--- config.mk ---
export PLATFORM = sky130hd
export DESIGN_NAME = ifetch32
export DESIGN_NICKNAME = d
export VERILOG_FILES = /design/src/rtl/ifetch32.sv
export SDC_FILE = /design/constraint.sdc
export NUM_CORES = 1
export LEC_CHECK = 0
export CORE_UTILIZATION = 35
export CTS_CLUSTER_SIZE = 14
export DETAILED_ROUTE_END_ITERATION = 8
export GPL_ROUTABILITY_DRIVEN = 0
export PLACE_DENSITY_LB_ADDON = 0.25
export SLEW_MARGIN = 20
export SYNTH_ARGS = -nofsm -noshare
export SYNTH_HDL_FRONTEND = slang
export SYNTH_SLANG_ARGS = --single-unit
--- constraint.sdc ---
create_clock -name sys_clk -period 3.8 [get_ports sys_clk]
set_clock_uncertainty 0.2 [all_clocks]
set_input_delay 1.14 -clock sys_clk [delete_from_list [all_inputs] [get_ports sys_clk]]
set_output_delay 1.14 -clock sys_clk [all_outputs]
set_load 0.05 [all_outputs]
--- src/rtl/ifetch32.sv ---
// Instruction fetch stage: owns the fetch PC, drives the 1-cycle BRAM, and buffers
// returned words in a 2-entry FIFO toward decode with redirect and halt handling.
module ifetch32 #(
  parameter logic [15:0] RESET_PC = 16'h0000
) (
  input  logic        sys_clk,
  input  logic        sys_rst_n,
  output logic [15:0] mem_a,
  input  logic [31:0] mem_di,
  input  logic        redirect,
  input  logic [15:0] redirect_pc,
  input  logic        halt,
  output logic        instr_valid,
  input  logic        instr_ready,
  output logic [31:0] instr,
  output logic [15:0] instr_pc
);

  logic [15:0] fetch_pc;
  logic [15:0] inflight_pc;
  logic        inflight;
  logic [1:0]  count;
  logic [15:0] head_pc, tail_pc;
  logic [31:0] head_w, tail_w;

  logic        pop, push, issue;
  logic [2:0]  occ;

  always_comb begin
    pop   = instr_valid & instr_ready;
    push  = inflight & ~redirect;
    // Occupancy after this cycle's pop, counting the read already in flight.
    occ   = {1'b0, count} + {2'b00, inflight} - {2'b00, pop};
    issue = ~redirect & ~halt & (occ < 3'd2);
  end

  always_ff @(posedge sys_clk or negedge sys_rst_n) begin
    if (!sys_rst_n) begin
      fetch_pc    <= RESET_PC & 16'hFFFC;
      inflight    <= 1'b0;
      inflight_pc <= '0;
    end else if (redirect) begin
      fetch_pc <= redirect_pc & 16'hFFFC;
      inflight <= 1'b0;
    end else begin
      inflight <= issue;
      if (issue) begin
        inflight_pc <= fetch_pc;
        fetch_pc    <= fetch_pc + 16'd4;
      end
    end
  end

  always_ff @(posedge sys_clk or negedge sys_rst_n) begin
    if (!sys_rst_n) begin
      count   <= '0;
      head_pc <= '0;
      head_w  <= '0;
      tail_pc <= '0;
      tail_w  <= '0;
    end else if (redirect) begin
      count <= '0;
    end else begin
      case ({push, pop})
        2'b11: begin
          if (count == 2'd1) begin
            head_pc <= inflight_pc;
            head_w  <= mem_di;
          end else begin
            head_pc <= tail_pc;
            head_w  <= tail_w;
            tail_pc <= inflight_pc;
            tail_w  <= mem_di;
          end
        end
        2'b01: begin
          head_pc <= tail_pc;
          head_w  <= tail_w;
          count   <= count - 2'd1;
        end
        2'b10: begin
          if (count == 2'd0) begin
            head_pc <= inflight_pc;
            head_w  <= mem_di;
          end else begin
            tail_pc <= inflight_pc;
            tail_w  <= mem_di;
          end
          count <= count + 2'd1;
        end
        default: ;
      endcase
    end
  end

  assign mem_a       = fetch_pc;
  assign instr_valid = (count != 2'd0);
  assign instr       = head_w;
  assign instr_pc    = head_pc;

endmodule
* Yosys cells after proc, flatten, opt, wreduce, memory -nomap -nowiden
Cells that the tools add are included.
Operators by class: add/subtract/negate cells 5, multipliers 0, divide/modulo/power cells 0, magnitude comparators 1, eq/ne operators 7, shifts and indexed selects 0, mux-type cells 17, bitwise operators 6, reductions and logical operators 9
Operators by type and width (count):
- $mux 32 | 4
- $mux 16 | 6
- $pmux 32 s3 | 1
- $pmux 32 s2 | 1
- $pmux 16 s3 | 1
- $pmux 16 s2 | 1
- $add 16x3->16 const B | 1
- $ne 2x2->1 const B | 3
- $reduce_bool 2->1 | 3
- $reduce_bool 3->1 | 2
- $and 1x1->1 | 4
- $eq 2x1->1 const B | 2
- $eq 2x2->1 const B | 2
- $pmux 2 s2 | 1
- $reduce_and 4->1 | 1
- $add 2x1->3 | 1
- $lt 3x2->1 const B | 1
- $reduce_and 3->1 | 1
- $sub 3x1->3 | 1
- $add 2x1->2 const B | 1
- $logic_not 2->1 | 1
- $mux 2 | 1
- $not 1->1 | 2
- $reduce_and 2->1 | 1
- 2 further kinds | 2
Storage, ports and cells: flip-flop bits (word level) 131, bits in latches 0, memory bits (writable) 0, bits in read-only memories 0, input bits 53, output and inout bits 65, logic and storage cells 53, memories kept 0

* Longest topological paths before layout
depth after elaboration 7, mapped depth 14, depth with buffers taken out 12

* Worst setup path before layout
OpenSTA, ideal clock, no wires.
path type input to register, start point in instr_ready, end point reg fetch_pc[11] (netlist: mem_a[11]), arrival 3.100 ns, required time 3.480 ns, path slack 0.381 ns, stages 11, cell sequence nand2b_1 > inv_1 > ha_1 > nand2b_1 > fa_1 > nor3b_4 > nand2_4 > inv_4 > buf_8 > nand4_1 > a31o_1
On the way: cells in the longest elaborated chain, start to end 5
Ends and longest elaborated chain:
- start: declaration | line 14 | input logic instr_ready,
- $and 1x1->1 | line 30 | pop = instr_valid & instr_ready;
- $sub 3x1->3 | line 33 | occ = {1'b0, count} + {2'b00, inflight} - {2'b00, pop};
- $lt 3x2->1 | line 34 | issue = ~redirect & ~halt & (occ < 3'd2);
- $and 1x1->1 | line 34
- $reduce_bool 2->1 (no line)
- end signal: assignment | line 39 | fetch_pc <= RESET_PC & 16'hFFFC;
- end signal: assignment | line 43 | fetch_pc <= redirect_pc & 16'hFFFC;
- end signal: assignment | line 49 | fetch_pc <= fetch_pc + 16'd4;
- end: declaration | line 19 | logic [15:0] fetch_pc;
No other way between the ends. A chain may end at the register's enable or synchronous reset.

* Final worst setup path
start point in instr_ready, end point reg fetch_pc[9] (netlist: mem_a[9])
The elaborated chain is that of the path after synthesis.

==> qor.csv <==
stage,metric,value,unit
clock_tree,number of post-CTS setup repair buffers,0,
route,final WL,15.8,mm
grt,vias in the first global route,5266,
yosys,top post-synthesis cells by area,"dfrtp_1 (48%), mux2_2 (15%), nand2_1 (8.1%)",
setup_path,crit path DAT,3610,ps
clock_tree,CTS max path bufs,2,
route,Initial DRC Count,258,
pwr,P_int,4.48,mW
sta,final hold slack,276,ps
grt,overall routing resource usage,17.5,%
sta,min Tclk post-route,3520,ps
die,core box area,18000,um2
yosys,synthesized area per cell,10.0,um2
yosys,ys flop type,dfrtp_1,
pwr,Gate power share,50.1,%
clock_tree,clk_lat worst skew,410,ps
final_layout,ANT cells,0,
placement,setup slack at placement,-149,ps
route,vias per cell,5.28,
yosys,"EDFF count, synth",0,
pwr,Leakage,3.49,nW
die,Initial Util,35.9,%
pwr,Peak VDD IR,0.536,mV
clock_tree,CTS tree,done,
final_layout,share of cells above drive strength 1,20.3,%
yosys,sequential fraction of the synthesis area,47.6,%
yosys,synthesized area,6460,um2
pwr,Clock power frac,20.1,%
pwr,total power,7.87,mW
grt,initial antenna violation count,0,
yosys,Synth warnings,0,
sta,count of pins over their slew limit,0,
route,antenna-violating nets left,0,
setup_path,Crit Path Class,primary input to flip-flop,
sta,relative slew slack,61.6,%
final_layout,Final Util,46.6,%
setup_path,Worst Path Required,3890,ps
sta,Max Clk Rate,284,MHz
sta,Final WS setup,283,ps
yosys,"FF+latch count, synth",123,
sta,Least-Margin Pin Slew,577,ps
setup_path,Setup crit end kind,flip-flop,
status,status,finished clean,
die,# rows,49,
sta,setup TNS,0,ps
clock_tree,cts bufs inserted,17,
placement,Post-Place Cell Area,7800,um2
yosys,share of the synthesized area in the top cell type,47.6,%
route,routed len/inst,16.0,um
min_path,Hold Crit Class,flip-flop to flip-flop,
flow_run,MaxCap Viol Count,0,
grt,gr ovfl total,0,
grt,pin count of the biggest net entering global routing,59,
yosys,Yosys cell types,53,
pwr,switching share of total power,43.1,%
setup_path,crit start category,primary input,
setup_path,Crit Path Max Fanout,3,
final_layout,area added between synthesis and finish,29.8,%
placement,buffers added on ports,111,
sta,Final Hold Viols,0,
sta,Final setup viols,0,
clock_tree,Sink Count,123,
pwr,sequential share of power,29.7,%
route,Remaining DRCs,0,
placement,Cells after DPL,955,
pwr,pwr/cell area,939,nW/um2
sta,RSZ-0062 raised after global routing,false,
clock_tree,# H-tree levels,4,
clock_tree,CTS Hold Bufs,0,
die,Die H,138,um
clock_tree,post-CTS sizing,0,
die,die area,19000,um2
final_layout,# fillers,1700,
clock_tree,Clock transition at path regs,50,ps
final_layout,final instance area,8390,um2
route,DR pass1 iterations,4,
die,IO Count,118,
die,die extent in x,138,um
pwr,Net Sw Power,3.40,mW
route,vias post-DR,5216,
clock_tree,Root Buffer,clkbuf_16,
placement,DP HPWL,10.4,mm
final_layout,fin cells,987,
yosys,cell taking the most area after synthesis,dfrtp_1,
sta,fin crit share,92.6,%
yosys,synthesized instance count,644,
yosys,fraction of registers with async set/reset,100,%
grt,first-pass GRT wire length,25.9,mm
final_layout,fin nets,806,
-- flip-flops by register name (all words and copies together) (netlist names) --
register / count
tail_pc: 14
instr_pc: 14
tail_w: 32
inflight_pc: 14
mem_a: 14
inflight: 1
instr: 32
count: 2
-- worst paths after layout --
check                             from      endpoint  slack, ps  depth (start not counted)
max                        instr_ready      mem_a[9]        280                         10
min                           instr[2]      instr[2]        280                          2
max reg2reg                   count[1]      mem_a[9]        500                         11
min reg2reg                   instr[2]      instr[2]        280                          2
max in group asynchronous    sys_rst_n  instr_pc[14]       2100                          2
min in group asynchronous    sys_rst_n     instr[28]        500                          1
-- metal layers --
layer	track usage, %	part of all wire, %
met1	22.2	46
met2	28.7	47
met3	3.84	5.5
met4	7.00	1.0
met5	0	0
-- power by group through the flow --
stage,Clock (mW),Sequential [mW],Combinational [mW]
after floorplan,0,3.06,2.06
after global placement,0,2.30,3.88
after detailed placement,0,2.36,3.97
after CTS,1.63,2.34,3.98
after global routing,1.68,2.43,4.32
final,1.59,2.34,3.95
-- cells in the final DEF, fill, tap and decap left out, types with 4 or more instances in the layout --
master	n
clkinvlp_4	6
nor3_1	4
o21ai_1	7
a22oi_1	49
dfrtp_1	123
nand4_1	5
inv_1	8
nand2_1	139
ha_2	4
mux2_1	6
buf_4	19
nand3_1	6
nand2b_1	4
a221o_1	5
mux2_2	85
o21ai_0	92
nor2_1	6
buf_12	4
clkbuf_16	17
conb_1	4
clkdlybuf4s50_1	110
-- final cells by class --
| class | instances | area (um2) | area share (%) |
|---|---|---|---|
| timing repair buffer | 133 | 1320 | 15.8 |
| multi-input combinational | 461 | 3080 | 36.7 |
| clock inverter | 14 | 146 | 1.74 |
| sequential | 123 | 3080 | 36.7 |
| tap | 229 | 287 | 3.41 |
| clock buffer | 18 | 439 | 5.23 |
| inverter | 9 | 36.3 | 0.432 |
-- kinds of logic after synthesis --
family,synth area share (%)
and+or+nand+nor,12.4
AOI/OAI and AO/OA,16.4
DFF,47.6
muxes,16.2
buffers and inverters,5.09
adders and majority gates,1.66
xor gates and xnor gates,0.658
other,0.0580
-- critical path: stages --
cell and delay (ps):
clkdlybuf4s50_1 460, nand2b_1 70, inv_1 80, ha_1 220
nand2b_1 150, fa_1 500, or3b_4 390, o21ai_2 190
o21ai_0 110, a221o_1 300
-- cell usage after synthesis (5+ instances only) --
| library cell | instances |
|---|---|
| a22oi_1 | 49 |
| nand3_1 | 6 |
| buf_2 | 17 |
| nand2_1 | 139 |
| clkbuf_1 | 24 |
| inv_1 | 8 |
| ha_1 | 7 |
| o21ai_0 | 92 |
| buf_4 | 5 |
| nor2_1 | 6 |
| nand4_1 | 5 |
| buf_6 | 5 |
| mux2_2 | 85 |
| dfrtp_1 | 123 |
| mux2_1 | 6 |
| a221o_1 | 5 |
| o21ai_1 | 7 |
No activity file was read; power rests on OpenSTA's default activity.
